--- src/rtl/dv_mon_pkg.sv ---
// dv_mon_pkg: shared definitions for the checkpoint monitor.
//   - checkpoint tag bytes and the timeout event code
//   - monitor verdict state enum
//   - decode_code(): splits a status word into {kind, slot, legal}
package dv_mon_pkg;

  localparam logic [7:0]  TAG_START   = 8'hA0;
  localparam logic [7:0]  TAG_RESULT  = 8'hAB;
  localparam logic [15:0] EVT_TIMEOUT = 16'hDEAD;

  typedef enum logic [1:0] {
    ST_RUN,
    ST_PASS,
    ST_FAIL,
    ST_TIMEOUT
  } mon_state_e;

  typedef enum logic [1:0] {
    KIND_NONE,
    KIND_START,
    KIND_PASS,
    KIND_FAIL
  } code_kind_e;

  typedef struct packed {
    code_kind_e kind;
    logic [3:0] slot;
    logic       legal;
  } code_info_t;

  // kind is KIND_NONE only for untagged words; a tagged word with bad
  // fields keeps a tagged kind but legal=0 so the caller can flag it.
  function automatic code_info_t decode_code(input logic [15:0] code,
                                             input int unsigned nphase);
    code_info_t info;
    logic [3:0] p;
    logic [3:0] r;
    p          = code[7:4];
    r          = code[3:0];
    info.kind  = KIND_NONE;
    info.slot  = p - 4'd1;
    info.legal = 1'b0;
    if (code[15:8] == TAG_START) begin
      info.kind  = KIND_START;
      info.legal = (r == 4'd0);
    end else if (code[15:8] == TAG_RESULT) begin
      info.kind  = (r == 4'd1) ? KIND_PASS : KIND_FAIL;
      info.legal = (r <= 4'd1);
    end
    if ((p == 4'd0) || (32'(p) > nphase)) begin
      info.legal = 1'b0;
    end
    return info;
  endfunction

endpackage

--- src/rtl/dv_mon_evt_fifo.sv ---
// dv_mon_evt_fifo: synchronous event FIFO for the checkpoint monitor.
//   clk, rst_n : clock, synchronous active-low reset
//   push, data : write request and 16-bit event code
//   full       : no free entry
//   pop        : consume head entry (ignored when empty)
//   valid      : FIFO not empty
//   head       : entry at the read pointer
// A push while full only lands when a pop happens on the same edge.
module dv_mon_evt_fifo #(
  parameter int unsigned DEPTH = 4
) (
  input  logic        clk,
  input  logic        rst_n,
  input  logic        push,
  input  logic [15:0] data,
  output logic        full,
  input  logic        pop,
  output logic        valid,
  output logic [15:0] head
);

  localparam int unsigned AW = $clog2(DEPTH);

  logic [AW:0]                wptr_q, wptr_d;
  logic [AW:0]                rptr_q, rptr_d;
  logic [DEPTH-1:0][15:0]     mem_q, mem_d;
  logic                       do_pop;
  logic                       do_push;

  always_comb begin
    valid   = (wptr_q != rptr_q);
    full    = (wptr_q[AW] != rptr_q[AW]) && (wptr_q[AW-1:0] == rptr_q[AW-1:0]);
    head    = mem_q[rptr_q[AW-1:0]];
    do_pop  = pop && valid;
    do_push = push && (!full || do_pop);
    mem_d   = mem_q;
    wptr_d  = wptr_q;
    rptr_d  = rptr_q;
    if (do_push) begin
      mem_d[wptr_q[AW-1:0]] = data;
      wptr_d                = wptr_q + 1'b1;
    end
    if (do_pop) begin
      rptr_d = rptr_q + 1'b1;
    end
  end

  always_ff @(posedge clk) begin
    if (!rst_n) begin
      wptr_q <= '0;
      rptr_q <= '0;
      mem_q  <= '0;
    end else begin
      wptr_q <= wptr_d;
      rptr_q <= rptr_d;
      mem_q  <= mem_d;
    end
  end

endmodule

--- src/rtl/dv_checkpoint_monitor.sv ---
// dv_checkpoint_monitor: decodes firmware checkpoint codes from a 16-bit
// status word, tracks per-phase start/pass/fail, applies a global timeout
// and reports a sticky overall verdict. Accepted checkpoints are queued in
// an event FIFO.
//   core_clk, core_rstn      : clock, synchronous active-low reset
//   checkbits                : firmware status word
//   evt_ready                : consumer takes the head event
//   phase_sel                : slot index for phase_cycles
//   done/pass/fail/timeout   : verdict flags (sticky)
//   bad_code                 : malformed or out-of-order code (sticky)
//   phase_started/passed/failed : per-slot status
//   evt_valid, evt_code      : event FIFO head
//   evt_overflow             : an event was dropped (sticky)
//   phase_cycles             : start-to-result cycles of slot phase_sel
// Build option: define MON_CYCLE_COUNT_EN for per-slot cycle counters;
// otherwise phase_cycles reads 0.
module dv_checkpoint_monitor
  import dv_mon_pkg::*;
#(
  parameter int unsigned       NPHASE         = 4,
  parameter logic [NPHASE-1:0] PHASE_MASK     = NPHASE'(4'hF),
  parameter int unsigned       TIMEOUT_CYCLES = 400000,
  parameter int unsigned       EVT_DEPTH      = 4
) (
  input  logic              core_clk,
  input  logic              core_rstn,
  input  logic [15:0]       checkbits,
  input  logic              evt_ready,
  input  logic [3:0]        phase_sel,
  output logic              done,
  output logic              pass,
  output logic              fail,
  output logic              timeout,
  output logic              bad_code,
  output logic [NPHASE-1:0] phase_started,
  output logic [NPHASE-1:0] phase_passed,
  output logic [NPHASE-1:0] phase_failed,
  output logic              evt_valid,
  output logic [15:0]       evt_code,
  output logic              evt_overflow,
  output logic [31:0]       phase_cycles
);

  mon_state_e        state_q, state_d;
  logic [15:0]       chk_q, chk_d;
  logic [15:0]       last_code_q, last_code_d;
  logic [NPHASE-1:0] started_q, started_d;
  logic [NPHASE-1:0] passed_q, passed_d;
  logic [NPHASE-1:0] failed_q, failed_d;
  logic              bad_q, bad_d;
  logic              ovf_q, ovf_d;
  logic [31:0]       tmo_cnt_q, tmo_cnt_d;

  code_info_t        info;
  logic [NPHASE-1:0] slot_oh;
  logic              run;
  logic              act;
  logic              start_acc;
  logic              pass_acc;
  logic              fail_acc;
  logic              tmo_enter;
  logic              push_req;
  logic              push_ok;
  logic [15:0]       push_data;
  logic              fifo_full;
  logic              pop;

  always_comb begin
    run         = (state_q == ST_RUN);
    chk_d       = checkbits;
    info        = decode_code(checkbits, NPHASE);
    slot_oh     = NPHASE'(1) << info.slot;
    // Qualified (stable for two samples) and not already acted upon.
    last_code_d = last_code_q;
    act         = 1'b0;
    if ((checkbits == chk_q) && (checkbits != last_code_q)) begin
      last_code_d = checkbits;
      act         = run;
    end

    start_acc = act && info.legal && (info.kind == KIND_START) && ((started_q & slot_oh) == '0);
    pass_acc  = act && info.legal && (info.kind == KIND_PASS) && ((passed_q & slot_oh) == '0);
    fail_acc  = act && info.legal && (info.kind == KIND_FAIL);

    started_d = started_q | (start_acc ? slot_oh : '0);
    passed_d  = passed_q  | (pass_acc  ? slot_oh : '0);
    failed_d  = failed_q  | (fail_acc  ? slot_oh : '0);
    bad_d     = bad_q
              | (act && (info.kind != KIND_NONE) && !info.legal)
              | (pass_acc && ((started_q & slot_oh) == '0));

    tmo_cnt_d = run ? (tmo_cnt_q + 32'd1) : tmo_cnt_q;

    state_d = state_q;
    if (run) begin
      if (fail_acc) begin
        state_d = ST_FAIL;
      end else if ((passed_d & PHASE_MASK) == PHASE_MASK) begin
        state_d = ST_PASS;
      end else if (tmo_cnt_q == 32'(TIMEOUT_CYCLES - 2)) begin
        state_d = ST_TIMEOUT;
      end
    end
    tmo_enter = run && (state_d == ST_TIMEOUT);

    // A checkpoint landing on the timeout edge still updates status, but
    // the FIFO slot goes to the timeout marker.
    push_req  = start_acc || pass_acc || fail_acc || tmo_enter;
    push_data = tmo_enter ? EVT_TIMEOUT : checkbits;
    pop       = evt_valid && evt_ready;
    push_ok   = push_req && (!fifo_full || pop);
    ovf_d     = ovf_q || (push_req && fifo_full && !pop);
  end

  always_ff @(posedge core_clk) begin
    if (!core_rstn) begin
      state_q <= ST_RUN;
    end else begin
      state_q <= state_d;
    end
  end

  always_ff @(posedge core_clk) begin
    if (!core_rstn) begin
      chk_q       <= '0;
      last_code_q <= '0;
      started_q   <= '0;
      passed_q    <= '0;
      failed_q    <= '0;
      bad_q       <= 1'b0;
      ovf_q       <= 1'b0;
      tmo_cnt_q   <= '0;
    end else begin
      chk_q       <= chk_d;
      last_code_q <= last_code_d;
      started_q   <= started_d;
      passed_q    <= passed_d;
      failed_q    <= failed_d;
      bad_q       <= bad_d;
      ovf_q       <= ovf_d;
      tmo_cnt_q   <= tmo_cnt_d;
    end
  end

  dv_mon_evt_fifo #(
    .DEPTH (EVT_DEPTH)
  ) u_evt_fifo (
    .clk   (core_clk),
    .rst_n (core_rstn),
    .push  (push_ok),
    .data  (push_data),
    .full  (fifo_full),
    .pop   (pop),
    .valid (evt_valid),
    .head  (evt_code)
  );

`ifdef MON_CYCLE_COUNT_EN
  logic [NPHASE-1:0][31:0] cyc_q, cyc_d;

  // The result edge itself still counts; the counter freezes afterwards.
  always_comb begin
    cyc_d = cyc_q;
    for (int unsigned i = 0; i < NPHASE; i++) begin
      if (start_acc && slot_oh[i]) begin
        cyc_d[i] = '0;
      end else if (run && started_q[i] && !passed_q[i] && !failed_q[i] && (cyc_q[i] != '1)) begin
        cyc_d[i] = cyc_q[i] + 32'd1;
      end
    end
    phase_cycles = '0;
    for (int unsigned i = 0; i < NPHASE; i++) begin
      if (32'(phase_sel) == i) begin
        phase_cycles = cyc_q[i];
      end
    end
  end

  always_ff @(posedge core_clk) begin
    if (!core_rstn) begin
      cyc_q <= '0;
    end else begin
      cyc_q <= cyc_d;
    end
  end
`else
  logic unused_phase_sel;
  assign unused_phase_sel = ^phase_sel;
  assign phase_cycles     = '0;
`endif

  assign done          = (state_q != ST_RUN);
  assign pass          = (state_q == ST_PASS);
  assign fail          = (state_q == ST_FAIL);
  assign timeout       = (state_q == ST_TIMEOUT);
  assign bad_code      = bad_q;
  assign phase_started = started_q;
  assign phase_passed  = passed_q;
  assign phase_failed  = failed_q;
  assign evt_overflow  = ovf_q;

endmodule
--- config.mk ---
export PLATFORM = sky130hd
export DESIGN_NAME = dv_checkpoint_monitor
export DESIGN_NICKNAME = d
export VERILOG_FILES = /design/src/rtl/dv_mon_pkg.sv /design/src/rtl/dv_mon_evt_fifo.sv /design/src/rtl/dv_checkpoint_monitor.sv
export SDC_FILE = /design/constraint.sdc
export NUM_CORES = 1
export LEC_CHECK = 0
export ABC_CLOCK_PERIOD_IN_PS = 5500
export BUFFER_PORTS_ARGS = -buffer_cell sky130_fd_sc_hd__buf_2
export CAP_MARGIN = 5
export CORE_ASPECT_RATIO = 1.25
export CORE_MARGIN = 2
export CORE_UTILIZATION = 58
export DETAILED_ROUTE_END_ITERATION = 12
export PLACE_DENSITY = 0.85
export SYNTH_ARGS = -nofsm -noshare
export SYNTH_HDL_FRONTEND = slang
export SYNTH_SLANG_ARGS = --single-unit
export TNS_END_PERCENT = 1
--- constraint.sdc ---
create_clock -name core_clk -period 5.5 [get_ports core_clk]
set_input_delay 0.825 -clock core_clk [delete_from_list [all_inputs] [get_ports core_clk]]
set_output_delay 0.825 -clock core_clk [all_outputs]
set_load 0.02 [all_outputs]
Word-level counts from Yosys, hierarchy flattened
Cells that the tools add are included.

Add/subtract/negate cells: 4. Reduce and logical (&&, ||, !) cells: 36. Bitwise gates (word level): 7. Muxes and demuxes: 20. Eq/ne operators: 17. Order comparisons: 5. Shift operators: 1.

Operator list (number): bitwise mux 64 bit (1); two-way mux 16 bit (3); adder 32 x 1 -> 32 bit (second input constant) (1); binary-select mux 16 bit (select 2 bit) (1); demux 16 bit (select 2 bit) (1); == test 32 x 19 -> 1 bit (second input constant) (1); logical AND 1 bit (19); == test 16 bit (1); == test 8 bit (second input constant) (2); zero test 4 bit (4); inequality test 16 bit (1); two-way mux 2 bit (6); two-way mux 4 bit (3); OR 4 bit (3); == test 2 bit (second input constant) (5); AND 4 bit (2); logical OR 1 bit (7); adder 3 x 1 -> 3 bit (second input constant) (2); less-than comparator 2 x 3 -> 1 bit (second input constant) (2); two-way mux 1 bit (5); == test 2 x 1 -> 1 bit (second input constant) (2); == test 4 x 1 -> 1 bit (second input constant) (1); == test 4 bit (second input constant) (1); > comparator 4 x 3 -> 1 bit (second input constant) (1); 11 further kinds (15).

Register bits: 150. Input bits: 23. Output and inout port bits: 67.

Logic depth before layout (Yosys ltp)
Word-level depth: 19. Depth in mapped cells: 15. Mapped depth without buffers: 10.

By module
A second synthesis with hierarchy kept.

Cells, all modules: 782. Area, all modules: 7216.9 um^2.

Modules (own cells, without submodules): dv_checkpoint_monitor (area an instance 4108.9 um^2, seq. area each 1601.5 um^2, times used 1, cells each 495); dv_mon_evt_fifo (area an instance 3108.0 um^2, seq. area each 1401.3 um^2, times used 1, cells each 287).

Worst setup path after synthesis
OpenSTA, ideal clock, no wires.

Kind: input-to-reg. From: input port checkbits[4]. To: register u_evt_fifo.mem_q[57] (netlist bit). Stages on the path: 11. Required time: 5.384 ns. Arrival time: 4.261 ns. Path buffers: 2. Library setup time: 0.116 ns. Setup slack: 1.123 ns. Cell sequence: buf_1 -> inv_1 -> ha_1 -> clkbuf_1 -> nor3_1 -> a22o_1 -> a211oi_1 -> a31oi_1 -> o41a_4 -> or4_1 -> o211a_1.

Cells in the longest elaborated chain, start to end: 17. Elaborated cells on any way between the ends: 35. Classes of those cells: 1 x add/sub; 1 x order compare; 4 x eq/ne; 1 x shift; 8 x mux; 3 x bitwise; 17 x reduce/logical.

RTL lines: from (decl) (RTL line dv_checkpoint_monitor.sv:27) `input logic [15:0] checkbits,`; branches (longest 17 deep; another with subtractor 4 x 1 -> 4 bit); to (signal assigned) (RTL line dv_mon_evt_fifo.sv:56) `mem_q <= mem_d;`; to (decl) (RTL line dv_mon_evt_fifo.sv:26) `logic [DEPTH-1:0][15:0] mem_q, mem_d;`.

Parallel ways; which one is timed is not known. A chain may end at the register's enable or synchronous reset.

Worst setup path in the final report
From: input port checkbits[5]. To: register u_evt_fifo.mem_q[22] (netlist bit).

Same word-level chain as after synthesis.

==> results by group <==
Hold path
  • Terminating pin of the worst hold path: u_evt_fifo.mem_q[31]$_SDFFE_PN0P_
  • Cell count of the worst hold path: 2
  • Class of the tightest hold or removal check: register to register
  • Critical hold path startpoint: u_evt_fifo.mem_q[31]$_SDFFE_PN0P_

Die
  • Area of the die: 13320 um2
  • Starting density of the core: 59.43%
  • Floorplan row count: 45
  • DIE WIDTH: 103.6 um
  • Total core area: 12110 um2
  • Top-Level Pins: 90
  • Chip height: 128.5 um

Setup path
  • Kind of capture point of the worst setup path: register
  • Worst reg2reg endpoint: u_evt_fifo.mem_q[50]$_SDFFE_PN0P_
  • Start of the worst register-to-register path: chk_q[12]$_SDFF_PN0_
  • Largest stage delay on the critical path: 660 ps
  • WS Path Type: primary input to register
  • Slack of the worst reg-to-reg path: 1870 ps
  • Cells traversed along the worst timing path: buf_2 -> inv_1 -> ha_1 -> xor2_1 -> nor3_1 -> a22o_1 -> a211oi_1 -> a31oi_1 -> buf_4 -> o41ai_2 -> buf_4 -> nand4_1 -> a21oi_1
  • Slowest stage cell on the critical path: sky130_fd_sc_hd__a211oi_1
  • Signal arrival time at the worst endpoint: 4560 ps
  • Library cell appearing most often on the critical path: sky130_fd_sc_hd__buf_4
  • Required time of the critical path: 5850 ps
  • Length in cells of the worst reg-to-reg path: 11
  • Startpoint type of the worst setup path: primary input
  • Peak fanout along the critical path: 10

Status
  • Outcome: complete, no violations

Clock network
  • TritonCTS Buffers: 17
  • Clock root cell: sky130_fd_sc_hd__clkbuf_16
  • Cts repair resizes: 0
  • TritonCTS clock tree: done
  • Total number of clock tree sinks: 150
  • Count of H-tree levels built during CTS: 4
  • Hold buffers post-CTS: 0
  • Number of buffers inserted by post-CTS setup repair: 0
  • Clk Latency, worst-skew pair: 420 ps
  • Clock-pin slew on the worst setup and hold paths: 60 ps
  • Buffer depth of the longest clock path: 2

Placed design
  • Number of port buffers: 53
  • Sum of net half-perimeters after detailed placement: 10.75 mm
  • Routability congestion estimate from global placement: 0.8339
  • Setup WS pre-CTS: 958.0 ps
  • Placed instance count: 967

Global routing
  • Number of antenna violations at the first check in global routing: 0
  • Number of global-route vias before repair: 5561
  • All-layer global routing usage: 24.96%
  • GR Overflow Total: 0
  • Largest net degree at the start of global routing: 66
  • Wire length of the first global-routing pass: 26.93 mm

Timing
  • Worst slew slack as a fraction of its limit: 26.00%
  • Final min period: 4212 ps
  • Final setup violation count: 0
  • Worst setup skew after layout: 7.602 ps
  • Achievable frequency: 0.2374 GHz
  • Number of pins with negative max-slew slack in the final report: 0
  • Final setup TNS: 0 ps
  • Final clock period utilization by the worst path: 76.58%
  • Setup ws final: 1288 ps
  • Worst-margin pin slew: 1106 ps
  • RSZ-0062 raised after global routing: no
  • Number of endpoints with negative hold slack in the final report: 0

Cells and area
  • Share of post-route cells with drive strength above 1: 16.41%
  • Fin cells: 999
  • # nets final: 854
  • Diodes inserted: 0
  • Commonest cells after routing, fill and taps aside: sky130_fd_sc_hd__dfxtp_1 (150), sky130_fd_sc_hd__a21oi_1 (57), sky130_fd_sc_hd__nor2_1 (55), sky130_fd_sc_hd__buf_2 (53), sky130_fd_sc_hd__nand2_1 (50)
  • Signed area change from the synthesized netlist to the final layout: 11.69%
  • Leading cell type in the layout, fill and taps excluded: sky130_fd_sc_hd__dfxtp_1

Route
  • Initial DRC Count: 399
  • Initial DRT Pass Iterations: 8
  • Via-per-instance ratio: 5.815
  • Via count: 5809
  • Routed len/inst: 16.42 um
  • Final routed DRC violation total: 0
  • Routed Wire Length: 16.40 mm
  • Post-detailed-route count of antenna-violating nets: 0

Run
  • Maximum Capacitance Violations: 0

Synthesis
  • Number of enable-type register cells in the synthesized netlist: 0
  • Dominant register cell in the synthesized netlist: sky130_fd_sc_hd__dfxtp_1
  • Post-Synthesis Mean Instance Area: 9.212 um2
  • Cell count after synthesis: 781
  • Synthesis-stage register bit count: 150
  • Unique masters post-synth: 56
  • Async S/R FF share, synth: 0%
  • Sequential share of the synthesized area: 41.74%
  • Area of the mapped netlist: 7194 um2
  • Number of warnings issued by yosys: 0

Power
  • Power per Cell Area: 284.7 nW/um2
  • LEAKAGE: 0.002899 uW
  • Peak supply drop: 0.1667 mV
[report_power, final]
group          internal, uW  switching [uW]
clock network           632             457
registers              1090            5.28
logic                  26.2            73.1
total                  1750             535
[Yosys cell counts, drive strengths merged, types with 3 or more instances]
| master | number | area share [%] |
|---|---|---|
| inv | 43 | 2.2 |
| nor4 | 19 | 2.7 |
| a22o | 5 | 0.61 |
| nand3 | 36 | 2.5 |
| a2111oi | 5 | 0.61 |
| ha | 9 | 1.6 |
| o21a | 6 | 0.63 |
| clkbuf | 33 | 1.7 |
| nor4b | 5 | 0.90 |
| dfxtp | 150 | 42 |
| a31oi | 8 | 0.70 |
| nor3 | 4 | 0.28 |
| nor2 | 55 | 2.9 |
| buf | 45 | 4.2 |
| and2 | 26 | 2.3 |
| a211oi | 34 | 3.5 |
| a2bb2o | 4 | 0.56 |
| nand2 | 50 | 2.6 |
| xnor2 | 29 | 3.5 |
| nand4 | 25 | 2.3 |
| mux4 | 16 | 5.0 |
| a21oi | 57 | 4.0 |
| o41ai | 6 | 1.3 |
| xor2 | 36 | 4.4 |
| nor3b | 5 | 0.52 |
| o21ai | 28 | 2.4 |
| and3 | 12 | 1.0 |
| or3 | 8 | 0.70 |
| mux2i | 3 | 0.42 |
[logic make-up after synthesis]
kind of cell / synth area share, %
buffers and inverters: 8.139
flip-flops: 41.74
XOR/XNOR: 7.913
AO/OA/AOI/OAI: 15.43
other: 0.05212
AND/OR/NAND/NOR: 19.58
multiplexers: 5.583
adder cells (fa/ha/maj): 1.565
[state kept, by name, indices dropped and copies added, names as in the netlist]
signal / cells
u_evt_fifo.mem_q: 64
tmo_cnt_q: 32
chk_q: 16
last_code_q: 16
phase_failed: 4
phase_passed: 4
phase_started: 4
u_evt_fifo.rptr_q: 3
u_evt_fifo.wptr_q: 3
state_q: 2
bad_code: 1
evt_overflow: 1
[area by class of cell]
| type | count | area (um2) |
|---|---|---|
| Clock buffer | 20 | 446.7 |
| Clock inverter | 12 | 105.1 |
| Fill cell | 952 | 4070 |
| Inverter | 43 | 162.7 |
| Multi-Input combinational cell | 541 | 3727 |
| Sequential cell | 150 | 3003 |
| Tap cell | 164 | 205.2 |
| Timing Repair Buffer | 69 | 385.4 |
[through the flow]
stage / hold WS (ps) / utilization, % / cell area [um2] / power (uW)
after floorplan: 422.3 / - / 7311 / 1216
after detailed placement: 441.7 / 61.82 / 7483 / 1222
after global routing: 472.4 / 66.38 / 8035 / 2356
after global placement: 430.3 / 61.82 / 7483 / 1221
final: 450.4 / 66.38 / 8035 / 2288
after CTS: 449.9 / 66.38 / 8035 / 2292
[worst max-delay path by stage]
stage,from,end,slack [ps],cells after the start
2_1_floorplan,checkbits[4],u_evt_fifo.mem_q[57]$_SDFFE_PN0P_,1120,11
3_3_place_gp,checkbits[5],u_evt_fifo.mem_q[60]$_SDFFE_PN0P_,970,12
3_5_place_dp,checkbits[5],u_evt_fifo.mem_q[60]$_SDFFE_PN0P_,960,12
4_1_cts,checkbits[5],u_evt_fifo.mem_q[50]$_SDFFE_PN0P_,1320,12
5_1_grt,checkbits[5],u_evt_fifo.mem_q[50]$_SDFFE_PN0P_,1050,12
6_report,checkbits[5],u_evt_fifo.mem_q[22]$_SDFFE_PN0P_,1290,13
[worst max-delay path, delay by kind of cell]
family          cells  cell delay [ps]
buf+inv             4              940
xor+xnor            1              240
fa+ha+maj           1              260
simple gates        2              270
compound gates      5             2010
[routing by layer]
layer	vias to the layer above	GRT usage, %	share of wire, %
li1	2787	-	-
met1	2795	29.68	41
met2	191	44.14	52
met3	36	5.775	4.9
met4	0	9.777	2.1
met5	-	0	0
Power figures use the tool's default switching activity.
